## config.mk

```make
export PLATFORM = sky130hd
export DESIGN_NAME = control_sequencer
export DESIGN_NICKNAME = d
export VERILOG_FILES = /design/src/rtl/control_pkg.sv /design/src/rtl/reg_select_decoder.sv /design/src/rtl/control_sequencer.sv
export SDC_FILE = /design/constraint.sdc
export NUM_CORES = 1
export LEC_CHECK = 0
export BUFFER_PORTS_ARGS = -buffer_cell sky130_fd_sc_hd__buf_2
export CORE_UTILIZATION = 37
export DETAILED_ROUTE_END_ITERATION = 16
export PLACE_DENSITY = 0.8
export SYNTH_ARGS = -nofsm -noshare
export SYNTH_HDL_FRONTEND = slang
export SYNTH_HIERARCHICAL = 1
export SYNTH_SLANG_ARGS = --single-unit
```

## constraint.sdc

```tcl
create_clock -name clock -period 3.4 [get_ports clock]
set_input_delay 0.85 -clock clock [delete_from_list [all_inputs] [get_ports clock]]
set_output_delay 0.85 -clock clock [all_outputs]
set_load 0.05 [all_outputs]
```

## src/rtl/control_pkg.sv

```systemverilog
// control_pkg: opcodes, IR field positions and sequencer state encodings
package control_pkg;
  typedef enum logic [3:0] {S_IDLE, S_T0, S_T1, S_T2, S_T3, S_T4, S_T5, S_T6, S_HALT} state_t;
  localparam logic [4:0] OP_ADD = 5'b00011;
  localparam logic [4:0] OP_SUB = 5'b00100;
  localparam logic [4:0] OP_AND = 5'b00101;
  localparam logic [4:0] OP_OR = 5'b00110;
  localparam logic [4:0] OP_MUL = 5'b01110;
  localparam logic [4:0] OP_DIV = 5'b01111;
  localparam logic [4:0] OP_NOP = 5'b11010;
  localparam logic [4:0] OP_HALT = 5'b11011;
  localparam int OP_MSB = 31;
  localparam int OP_LSB = 27;
  localparam int RA_MSB = 26;
  localparam int RA_LSB = 23;
  localparam int RB_MSB = 22;
  localparam int RB_LSB = 19;
  localparam int RC_MSB = 18;
  localparam int RC_LSB = 15;
  function automatic logic is_alu(input logic [4:0] op);
    return op inside {OP_ADD, OP_SUB, OP_AND, OP_OR};
  endfunction
  function automatic logic is_md(input logic [4:0] op);
    return op inside {OP_MUL, OP_DIV};
  endfunction
endpackage

```

## src/rtl/reg_select_decoder.sv

```systemverilog
// reg_select_decoder: 4-bit register index to one-hot select with enable
module reg_select_decoder #(
  parameter int NUM_REGS = 16
) (
  input  logic [3:0]          idx,
  input  logic                en,
  output logic [NUM_REGS-1:0] sel
);
  assign sel = en ? NUM_REGS'(1) << idx : '0;
endmodule

```

## src/rtl/control_sequencer.sv

```systemverilog
// control_sequencer: hardwired fetch/execute sequencer driving phase-1 datapath strobes
module control_sequencer
  import control_pkg::*;
#(
  parameter int NUM_REGS = 16,
  parameter int WAIT_MAX = 8
) (
  input  logic                clock,
  input  logic                clear,
  input  logic                run,
  input  logic                mem_ready,
  input  logic [31:0]         ir,
  output logic                pc_out,
  output logic                mar_in,
  output logic                inc_pc,
  output logic                mdr_read,
  output logic                mdr_in,
  output logic                mdr_out,
  output logic                ir_in,
  output logic                y_in,
  output logic                zlo_in,
  output logic                zhi_in,
  output logic                zlo_out,
  output logic                zhi_out,
  output logic                lo_in,
  output logic                hi_in,
  output logic [NUM_REGS-1:0] reg_in,
  output logic [NUM_REGS-1:0] reg_out,
  output logic [4:0]          alu_op,
  output logic [3:0]          state,
  output logic                halted,
  output logic                illegal_op,
  output logic                bus_err
);
  localparam int CW = $clog2(WAIT_MAX) + 1;
  localparam logic [CW-1:0] LAST = CW'(WAIT_MAX - 1);
  state_t cur, nxt;
  logic [CW-1:0] cnt;
  logic [4:0] op;
  logic [3:0] ra, rb, rc, out_idx;
  logic alu, md, timeout, bad_op, in_en, out_en, unused_ir;
  state_t done;
  assign op = ir[OP_MSB:OP_LSB];
  assign ra = ir[RA_MSB:RA_LSB];
  assign rb = ir[RB_MSB:RB_LSB];
  assign rc = ir[RC_MSB:RC_LSB];
  assign unused_ir = ^ir[RC_LSB-1:0];
  assign alu = is_alu(op);
  assign md = is_md(op);
  assign timeout = cur == S_T1 && !mem_ready && cnt == LAST;
  assign bad_op = cur == S_T3 && !(alu || md || op == OP_NOP || op == OP_HALT);
  assign done = run ? S_T0 : S_IDLE;
  assign out_idx = cur == S_T3 ? (md ? ra : rb) : (md ? rb : rc);
  assign state = cur;
  assign halted = cur == S_HALT;
  always_ff @(posedge clock) begin
    if (clear) begin
      cur <= S_IDLE;
      cnt <= '0;
      illegal_op <= 1'b0;
      bus_err <= 1'b0;
    end else begin
      cur <= nxt;
      cnt <= cur == S_T1 ? cnt + 1'b1 : '0;
      if (timeout) bus_err <= 1'b1;
      if (bad_op) illegal_op <= 1'b1;
    end
  end
  always_comb begin
    nxt = cur;
    {pc_out, mar_in, inc_pc, mdr_read, mdr_in, mdr_out, ir_in, y_in} = '0;
    {zlo_in, zhi_in, zlo_out, zhi_out, lo_in, hi_in} = '0;
    {in_en, out_en} = '0;
    alu_op = '0;
    case (cur)
      S_IDLE: nxt = run ? S_T0 : S_IDLE;
      S_T0: begin
        {pc_out, mar_in, inc_pc, zlo_in} = '1;
        nxt = S_T1;
      end
      S_T1: begin
        {mdr_read, mdr_in} = '1;
        nxt = mem_ready ? S_T2 : timeout ? S_HALT : S_T1;
      end
      S_T2: begin
        {mdr_out, ir_in} = '1;
        nxt = S_T3;
      end
      S_T3: begin
        y_in = alu || md;
        out_en = alu || md;
        nxt = (alu || md) ? S_T4 : op == OP_NOP ? done : S_HALT;
      end
      S_T4: begin
        out_en = 1'b1;
        zlo_in = 1'b1;
        zhi_in = md;
        alu_op = op;
        nxt = S_T5;
      end
      S_T5: begin
        zlo_out = 1'b1;
        lo_in = md;
        in_en = !md;
        nxt = md ? S_T6 : done;
      end
      S_T6: begin
        {zhi_out, hi_in} = '1;
        nxt = done;
      end
      S_HALT: nxt = S_HALT;
      default: nxt = S_IDLE;
    endcase
  end
  reg_select_decoder #(.NUM_REGS(NUM_REGS)) u_in_sel (.idx(ra), .en(in_en), .sel(reg_in));
  reg_select_decoder #(.NUM_REGS(NUM_REGS)) u_out_sel (.idx(out_idx), .en(out_en), .sel(reg_out));
endmodule

```

==> results.json <==
{
  "drive_gt1_frac": 0.5256,
  "ctsHoldBuffers": 0,
  "antenna_found_initial": 0,
  "ant_nets": 0,
  "root_buffer": "clkbuf_4",
  "relSlewSlack": 0.7145,
  "synth_area_leaders": "dfxtp_1, nor2_1, nand2b_1",
  "rsz0062_at_grt": "true",
  "final.period_utilization": 0.9911,
  "ys_warn_count": 6,
  "p_leak_nw": 0.8711,
  "ys_ff_latch": 10,
  "grt_first_pass_wirelength_um": 4733,
  "status": "completed",
  "worst-setup-path-type": "in -> out",
  "min_path_type": "reg -> reg",
  "critPathLaunchType": "input port",
  "fin_setup_tns_ns": 0,
  "setup_violations": 0,
  "slew_violations": 0,
  "clk-insertion-delay-late_ns": 0.27,
  "wirelength_um": 3400,
  "regArea_um2": 200.2,
  "grt_pass1_vias": 1177,
  "row_count": 18,
  "end_kind": "output port",
  "io_pins": 94,
  "synth_area_mm2": 0.001025,
  "fmax_ghz": 0.2968,
  "num_vias": 1411,
  "synth_edf_count": 0,
  "die_h_um": 54.63,
  "max_stage_delay_ns": 0.28,
  "synth_common_cells": "nor2_1, dfxtp_1, nand2_1, nand2b_1, nor3_1",
  "initial_core_util": 0.4027,
  "clk_path_buf_depth": 2,
  "tritoncts": "built",
  "post_cts_buffers": 0,
  "placed_area_mm2": 0.001515,
  "period_needed_ns": 3.370,
  "fin_nets": 272,
  "grt_util_all_layers": 0.2167,
  "vdd_ir_drop_max_v": 0.0002835,
  "grt_max_degree": 12,
  "die_area_mm2": 0.002984,
  "yosysTopAreaCell": "dfxtp_1",
  "synth-main-ff-cell": "dfxtp_1",
  "cap_violations": 0,
  "overflow": 0,
  "worstPathCellList": "buf_8, and4b_2, xnor2_2, buf_4, o22ai_1, nor2_1, buf_4, nand2b_2, nor2_2, buf_6",
  "ys_seq_area_frac": 0.1954,
  "numCtsBuffers": 3,
  "fin_worst_skew_ns": 0.0009625,
  "multi_input_area_um2": 827.0,
  "p_per_area_mw_per_mm2": 221.1,
  "coreArea_mm2": 0.002545,
  "pre_cts_ws_ns": -0.04629,
  "syn_nets": 186,
  "nFillCells": 231,
  "syn_to_final_growth_pct": 67.03,
  "drt-initial-drc-count": 22,
  "place_congestion": 0.8378,
  "path_buf_inv": 4,
  "drc": 0,
  "synthCells": 149,
  "synth_cell_types": 44,
  "worst_pin_slew_ns": 0.4223,
  "clkTransAtPathRegs_ns": 0.07,
  "wl_per_cell_um": 12.88,
  "htree_levels": 1,
  "viasPerCell": 5.345,
  "diodes": 0,
  "crit_path_max_fanout": 7,
  "dpl.hpwl_um": 2589,
  "synth_top_area_frac": 0.1954,
  "synth.avg_cell_area_um2": 6.877,
  "worst_slack_ns": 0.03027,
  "crit_path_top_delay_cell": "and4b_2",
  "firstDrtPassIters": 4,
  "portBuffers": 78,
  "async_flop_share": 0,
  "worstPathArrival_ns": 2.52,
  "cpLargestDelayFamily": "simple AND/OR/NAND/NOR gates",
  "yosysMostFrequentCell": "nor2_1",
  "crit_path_frequent_cell": "buf_4",
  "fin_area_mm2": 0.001712,
  "hold_viol": 0,
  "cts.sinks": 10,
  "fp.dieW_um": 54.63,
  "cp.required_ns": 2.55
}
-- cells by family (layout without fill, tap and decap cells) --
| kind of cell | count (synthesis) | in the layout | synth area share |
|---|---|---|---|
| flops | 10 | 10 | 0.1954 |
| compound gates | 17 | 17 | 0.1209 |
| fa+ha+maj | 1 | 1 | 0.01221 |
| buf+inv | 16 | 101 | 0.08791 |
| xor+xnor | 3 | 3 | 0.02565 |
| simple gates | 102 | 102 | 0.5580 |
-- where the power goes --
group	switching, mW	total (mW)	internal (mW)	leakage [nW]
registers	0.00636	0.127	0.121	0.0810
logic	0.0943	0.144	0.0494	0.769
clock network	0.0424	0.107	0.0651	0.0210
total	0.143	0.378	0.235	0.871
-- through the flow --
stage	power [mW]	utilization	hold WS, ns	cells
final	0.3785	0.6726	0.4624	264
after global routing	0.3984	0.6726	0.4945	264
after CTS	0.3710	0.6175	0.4670	264
after detailed placement	0.2624	0.5954	0.4493	260
after global placement	0.2603	0.5954	0.4288	260
after floorplan	0.2236	-	0.4179	149
-- per-layer routing --
layer  up-vias  routed length [um]  GRT usage
met3         8                 241    0.03056
li1        690                   -          -
met1       647                1287     0.2318
met2        66                1807     0.4237
met4         0                  64    0.06838
met5         -                   0          0
-- registers in the layout, summed over array words and instances, names as in the netlist --
signal and count:
bus_err 1, cnt 4, illegal_op 1, state 4
-- worst register-to-register path: cells and delay by family (launching register included) --
family,cells,cell delay [ns]
and+or+nand+nor,2,0.96
DFF,1,0.41
buffers and inverters,1,0.16
AOI/OAI and AO/OA,1,0.15
-- area by class of cell --
class	count	share of cell area
Timing Repair Buffer	91	0.3436
Multi-Input combinational cell	123	0.4832
Clock buffer	4	0.02120
Inverter	6	0.01316
Sequential cell	10	0.1170
Tap cell	30	0.02193
-- repair_timing --
item,4_1_cts,5_1_grt
setup endpoints to repair,10,16
gates resized for setup,8,46
pin swaps,0,3
-- cell usage in the layout, fill, tap and decap left out, types with 2 or more instances in the layout --
cell type | Yosys | final
nor3_2 | 2 | 7
and2_1 | 4 | 4
clkbuf_4 | 0 | 5
or3b_4 | 2 | 2
inv_1 | 6 | 6
nor2_1 | 43 | 38
buf_6 | 1 | 10
nand2_1 | 8 | 7
nand4b_1 | 2 | 2
nand3b_1 | 4 | 4
buf_8 | 0 | 2
dfxtp_1 | 10 | 10
a21oi_1 | 2 | 2
nor3_1 | 8 | 2
nor2_2 | 2 | 7
o31ai_1 | 3 | 3
nor4b_1 | 2 | 2
buf_4 | 5 | 18
nand3_1 | 3 | 3
nand2b_1 | 8 | 7
buf_2 | 3 | 59
a31oi_1 | 2 | 2
o22ai_1 | 4 | 4
-- final timing paths --
kind / start / endpoint / slack (ns) / depth (start not counted)
max: ir[29] / reg_out[14] / 0.03 / 10
min: cnt[0]$_SDFF_PP0_ / cnt[0]$_SDFF_PP0_ / 0.46 / 1
max reg2reg: state[0]$_SDFF_PP0_ / state[2]$_SDFF_PP0_ / 1.65 / 4
min reg2reg: cnt[0]$_SDFF_PP0_ / cnt[0]$_SDFF_PP0_ / 0.46 / 1
Power figures use the tool's default switching activity.
